==> src/rtl/music_pkg.sv <==
// Shared definitions for the song sequencer: FSM state codes, tempo select codes, note codes.
package music_pkg;

  localparam logic [2:0] ST_IDLE     = 3'd0;
  localparam logic [2:0] ST_FETCH    = 3'd1;
  localparam logic [2:0] ST_WAIT_ROM = 3'd2;
  localparam logic [2:0] ST_PLAY     = 3'd3;
  localparam logic [2:0] ST_PAUSED   = 3'd4;
  localparam logic [2:0] ST_DONE     = 3'd5;

  localparam logic [1:0] TEMPO_X1     = 2'b00;
  localparam logic [1:0] TEMPO_X2     = 2'b01;
  localparam logic [1:0] TEMPO_HALF   = 2'b10;
  localparam logic [1:0] TEMPO_X1_ALT = 2'b11;

  localparam logic [5:0] REST = 6'd0;
  localparam int unsigned NOTES_PER_OCTAVE = 12;

  function automatic logic [5:0] note_code_of(input int unsigned octave, input int unsigned note);
    return 6'(octave * NOTES_PER_OCTAVE + note);
  endfunction

  function automatic int unsigned step_period(input logic [1:0] sel, input int unsigned base);
    case (sel)
      TEMPO_X2:   return base >> 1;
      TEMPO_HALF: return base << 1;
      default:    return base;
    endcase
  endfunction

endpackage

==> src/rtl/step_timer.sv <==
// Per-step cycle counter with tempo-dependent period, end-of-step strobe and articulation-gap compare.
module step_timer #(
  parameter int unsigned TICKS_PER_STEP = 4194304,
  parameter int unsigned GAP_TICKS      = 262144
) (
  input  logic       clk,
  input  logic       RESET,
  input  logic       clr,
  input  logic       load,
  input  logic       inc,
  input  logic [1:0] tempo_sel,
  output logic       step_last,
  output logic       gap_ok_nx
);
  import music_pkg::*;

  localparam int CTR_W = $clog2(TICKS_PER_STEP) + 2;

  logic [CTR_W-1:0] ctr_q;
  logic [CTR_W-1:0] ctr_nx;
  logic [CTR_W-1:0] period_q;

  always_comb begin
    ctr_nx = ctr_q;
    if (clr || load)
      ctr_nx = '0;
    else if (inc)
      ctr_nx = ctr_q + CTR_W'(1);
  end

  // Period is latched only at step start so tempo changes land on the next step.
  always_ff @(posedge clk or posedge RESET) begin
    if (RESET) begin
      ctr_q    <= '0;
      period_q <= CTR_W'(TICKS_PER_STEP);
    end else begin
      ctr_q <= ctr_nx;
      if (load)
        period_q <= CTR_W'(step_period(tempo_sel, TICKS_PER_STEP));
    end
  end

  assign step_last = (ctr_q == period_q - CTR_W'(1));
  assign gap_ok_nx = (ctr_nx >= CTR_W'(GAP_TICKS));

endmodule

==> src/rtl/song_sequencer.sv <==
// Song ROM stepper with play/pause/stop transport and gated note_on.
// Optional macro SEQ_LOOP_EN: wrap to step 0 at song end instead of stopping in DONE.
module song_sequencer #(
  parameter int unsigned TICKS_PER_STEP = 4194304,
  parameter int unsigned GAP_TICKS      = 262144,
  parameter int unsigned SONG_LEN       = 243,
  parameter int unsigned ADDR_W         = 8
) (
  input  logic              clk,
  input  logic              RESET,
  input  logic              play,
  input  logic              pause,
  input  logic              stop,
  input  logic [1:0]        tempo_sel,
  output logic [ADDR_W-1:0] rom_addr,
  input  logic [7:0]        rom_data,
  output logic [5:0]        note_code,
  output logic              note_on,
  output logic              playing,
  output logic              song_done
);
  import music_pkg::*;

  logic [2:0]        state_q, state_n, saved_q, saved_n;
  logic [ADDR_W-1:0] addr_n;
  logic [5:0]        code_n;
  logic              done_n, note_on_n;
  logic              clr, load, inc;
  logic              step_last, gap_ok_nx;
  logic              play_go;
  logic              unused_rom_bits;

  assign unused_rom_bits = &{1'b0, rom_data[7:6]};
  assign play_go = play & ~pause;

  step_timer #(
    .TICKS_PER_STEP(TICKS_PER_STEP),
    .GAP_TICKS     (GAP_TICKS)
  ) u_timer (
    .clk      (clk),
    .RESET    (RESET),
    .clr      (clr),
    .load     (load),
    .inc      (inc),
    .tempo_sel(tempo_sel),
    .step_last(step_last),
    .gap_ok_nx(gap_ok_nx)
  );

  // The unpaused transition is computed first; pause then parks it in saved_n so resume continues exactly there.
  always_comb begin
    state_n = state_q;
    saved_n = saved_q;
    addr_n  = rom_addr;
    code_n  = note_code;
    done_n  = 1'b0;
    clr     = 1'b0;
    load    = 1'b0;
    inc     = 1'b0;
    case (state_q)
      ST_IDLE, ST_DONE: begin
        if (play_go) begin
          state_n = ST_FETCH;
          addr_n  = '0;
          load    = 1'b1;
        end
      end
      ST_FETCH: begin
        inc     = 1'b1;
        state_n = ST_WAIT_ROM;
      end
      ST_WAIT_ROM: begin
        inc     = 1'b1;
        code_n  = rom_data[5:0];
        state_n = ST_PLAY;
      end
      ST_PLAY: begin
        if (!step_last) begin
          inc = 1'b1;
        end else if (rom_addr < ADDR_W'(SONG_LEN - 1)) begin
          addr_n  = rom_addr + ADDR_W'(1);
          state_n = ST_FETCH;
          load    = 1'b1;
        end else begin
          done_n = 1'b1;
`ifdef SEQ_LOOP_EN
          addr_n  = '0;
          state_n = ST_FETCH;
          load    = 1'b1;
`else
          code_n  = REST;
          state_n = ST_DONE;
          clr     = 1'b1;
`endif
        end
      end
      ST_PAUSED: begin
        if (play_go)
          state_n = saved_q;
      end
      default: state_n = ST_IDLE;
    endcase

    if (pause && (state_q == ST_FETCH || state_q == ST_WAIT_ROM || state_q == ST_PLAY)
        && state_n != ST_DONE) begin
      saved_n = state_n;
      state_n = ST_PAUSED;
    end

    if (stop) begin
      state_n = ST_IDLE;
      addr_n  = '0;
      code_n  = REST;
      done_n  = 1'b0;
      clr     = 1'b1;
      load    = 1'b0;
      inc     = 1'b0;
    end

    note_on_n = (state_n == ST_PLAY) && (code_n != REST) && gap_ok_nx;
  end

  always_ff @(posedge clk or posedge RESET) begin
    if (RESET) begin
      state_q   <= ST_IDLE;
      saved_q   <= ST_IDLE;
      rom_addr  <= '0;
      note_code <= REST;
      note_on   <= 1'b0;
      playing   <= 1'b0;
      song_done <= 1'b0;
    end else begin
      state_q   <= state_n;
      saved_q   <= saved_n;
      rom_addr  <= addr_n;
      note_code <= code_n;
      note_on   <= note_on_n;
      playing   <= (state_n == ST_FETCH) || (state_n == ST_WAIT_ROM) || (state_n == ST_PLAY);
      song_done <= done_n;
    end
  end

endmodule

==> config.mk <==
export PLATFORM = sky130hd
export DESIGN_NAME = song_sequencer
export DESIGN_NICKNAME = d
export VERILOG_FILES = /design/src/rtl/music_pkg.sv /design/src/rtl/step_timer.sv /design/src/rtl/song_sequencer.sv
export SDC_FILE = /design/constraint.sdc
export NUM_CORES = 1
export LEC_CHECK = 0
export ABC_CLOCK_PERIOD_IN_PS = 4059
export CAP_MARGIN = 10
export CORE_MARGIN = 2
export CORE_UTILIZATION = 45
export DETAILED_ROUTE_END_ITERATION = 10
export HOLD_SLACK_MARGIN = 0.05
export PLACE_DENSITY = 0.67
export SETUP_SLACK_MARGIN = 0.02
export SLEW_MARGIN = 5
export SYNTH_ARGS = -nofsm -noshare
export SYNTH_HDL_FRONTEND = slang
export SYNTH_HIERARCHICAL = 1
export SYNTH_SLANG_ARGS = --single-unit
export TNS_END_PERCENT = 30
==> constraint.sdc <==
create_clock -name clk -period 4.06 [get_ports clk]
set_input_delay 0.406 -clock clk [delete_from_list [all_inputs] [get_ports clk]]
set_output_delay 0.406 -clock clk [all_outputs]
set_load 0.1 [all_outputs]
==> metrics <==
Die Footprint between 0.006 and 0.007 sq mm; DIE WIDTH 80.3 um; Critical R2R Capture note_on; Final Hold Viols 0; synthesized flop and latch total 50; peak supply drop 255 uV; Reg clk slew, reported paths 0.09 ns; CTS root buffer clkbuf_8; final setup vio count 0; share of cells above drive strength 1 0.129; GRT Total Usage 0.172; Final min period 3.77 ns; Cell Rows 27; nets@finish 328; Slew Limit Fails 0; clk buf depth 2; Max Cap Viol 0; cell area after synthesis 0.00262 sq mm; min-delay src saved_q[0]; Finished Core Util 0.580; DR WL/cell 13.2 um; drt total wl 5020 um; syn nets 288; Final Total Pwr ~1400 uW; main area contributors after synthesis dfrtp_1 47%, xor2_1 7.0%, nor2_1 6.6%; grt ovf 0; Ant. Diodes 0; Worst Path Max Fanout 6; initial antenna violation count 0; worst r2r src u_timer/period_q[22]; Synth async-reset ratio 1.00; crit path DAT 3.97 ns; largest net degree at the start of global routing 28; top cell type's share of synthesized area 0.468; first-pass GRT wire length ~8600 um; area delta synth->final 23.3%; hold endpoint saved_q[0]; drt pass-1 iters 4; Initial Utilization 0.470; CTS sink count 50; vias in the first global route around 1900; io pins 32; die height between 80 and 90 um; Leakage ~0.0014 uW; ys flop type dfrtp_1; delay-heaviest family, CP simple AND/OR/NAND/NOR gates; Synth warnings 6; DR vias 1988; fillers 493; Clock Skew ~0.011 ns; crit end category flip-flop; initial DRC count 93; TritonCTS buffer count 5; reg2reg setup slack between 0.2 and 0.3 ns; fmax 265 MHz; CTS tree built; post-route ant nets 0; Setup Crit Path Kind reg2reg; Vias/cell 5.22; min-delay worst type reg2reg; Slew headroom 0.327; Post-route DRC 0; actual slew at the worst max-slew pin 1.01 ns; hold depth 2; setup_tns 0 ns; CP max stage cell dfstp_2; fin crit share 0.929; synthesized area per cell 9.79 sq um; placer congestion estimate around 0.8; core area 0.00557 sq mm; outcome finished, final reports clean; Unique masters post-synth 50; Mapped Cells 268; leading area contributor after synthesis dfrtp_1; WP buf/inv 2; # hold bufs at CTS 0; worst path required time 4.26 ns; R2R depth 17; Startpoint Class flip-flop; hold_ws 0.488 ns; Port Buffers 29; hpwl dp ~3700 um; register area share after synthesis 0.478; EDFF count, synth 0; CP cell instances inv_1, ha_1, xor2_1, nand3_1, nor4_1, and3_1, and3_4, nor4_4, buf_4, nand4_4, nor4_4, nand3_2, o21ai_2, a21oi_2, or4_4, and4_1, and3_1; PD cells between 400 and 500 mW/mm^2; H-Tree Depth 2; Clk Latency, worst-skew pair ~0.30 ns; CP max stage delay between 0.5 and 0.6 ns
[worst max path at each step]
stage | startpoint | endpoint | slack [ns] | cells after the start
finish | u_timer/period_q[22] | note_on | 0.29 | 17
global route | u_timer/period_q[22] | note_on | -0.006 | 16
CTS | u_timer/period_q[22] | note_on | 0.22 | 17
detailed placement | u_timer/period_q[22] | note_on | 0.26 | 17
global placement | u_timer/period_q[22] | note_on | 0.31 | 17
floorplan | u_timer/period_q[22] | note_on | 0.49 | 17
[cells in the mapped netlist (all sizes together), types with 4 or more instances]
| master | count |
|---|---|
| clkbuf | 4 |
| nor2 | 46 |
| xor2 | 21 |
| ha | 5 |
| nand3 | 11 |
| inv | 9 |
| nor4 | 5 |
| a21oi | 10 |
| xnor2 | 10 |
| nand2 | 20 |
| buf | 7 |
| nor3 | 7 |
| and3 | 6 |
| or3 | 4 |
| mux2i | 7 |
| o21ai | 7 |
| dfrtp | 49 |
| nand4 | 10 |
[through the flow]
stage | std cells | worst slack (ns) | instance area, sq um
floorplan | 268 | 0.493 | 2620
CTS | 375 | 0.221 | 3160
finish | 381 | 0.290 | 3230
detailed placement | 367 | 0.263 | 3020
global placement | 367 | 0.312 | 3020
global route | 381 | -0.00635 | 3230
[placed cells by master, fill, tap and decap left out, types with 4 or more instances in the layout]
master            n
a21oi_1           8
and3_1            4
buf_4            15
clkbuf_8          6
clkdlybuf4s50_1  29
dfrtp_1          49
ha_1              5
inv_1             9
mux2i_1           7
nand2_1          20
nand3_1          10
nand4_1           8
nor2_1           45
nor3_1            6
o21ai_0           5
or3_1             4
xnor2_1          10
xor2_1           21
[kinds of logic after synthesis]
kind of cell | share of synthesized area
AO/OA/AOI/OAI | 0.0697
XOR/XNOR | 0.104
adder cells (fa/ha/maj) | 0.0239
buffers and inverters | 0.0334
flip-flops | 0.478
multiplexers | 0.0310
AND/OR/NAND/NOR | 0.261
[sequential cells by signal, indices dropped and copies added (netlist names), 3 cells and up]
register	flops
note_code	6
rom_addr	8
saved_q	3
state_q	3
u_timer/ctr_q	24
u_timer/period_q	3
[routing by layer]
layer,routed length [um],track usage,share of wire,vias up
met5,0,0,0,-
met4,70,0.0559,0.014,0
met3,156,0.0416,0.031,6
met2,2510,0.298,0.50,27
met1,2280,0.209,0.45,961
li1,-,-,-,994
[final cells by class]
| cell class | instances | area [sq um] | share of cell area |
|---|---|---|---|
| multi-input cells | 198 | 1310 | 0.406 |
| flip-flops and latches | 50 | 1250 | 0.387 |
| repair buffers | 44 | 403 | 0.125 |
| well taps | 72 | 90.1 | 0.0279 |
| clock buffers | 6 | 82.6 | 0.0255 |
| clock inverters | 2 | 60.1 | 0.0186 |
| inverters | 9 | 33.8 | 0.0104 |
[worst min-delay path: cells and delay by family (launching register included)]
family / cells / cell delay, ns
flops: 1 / 0.35
simple gates: 1 / 0.04
compound gates: 1 / 0.06
[power by group]
| group | total [uW] | leakage, uW | internal [uW] | switching [uW] |
|---|---|---|---|---|
| Combinational | 397 | 0.000689 | 152 | 245 |
| Sequential | 602 | 0.000685 | 551 | 51.5 |
| Clock | 421 | 0.0000714 | 263 | 159 |
| Total | 1420 | 0.00145 | 965 | 455 |
[repair_timing]
action | in CTS | in global routing
setup endpoints to repair | 0 | 1
gates resized for setup | 0 | 6
buffers inserted | 0 | 6
endpoints found under the hold margin | 0 | 0
No activity file was read; power rests on OpenSTA's default activity.
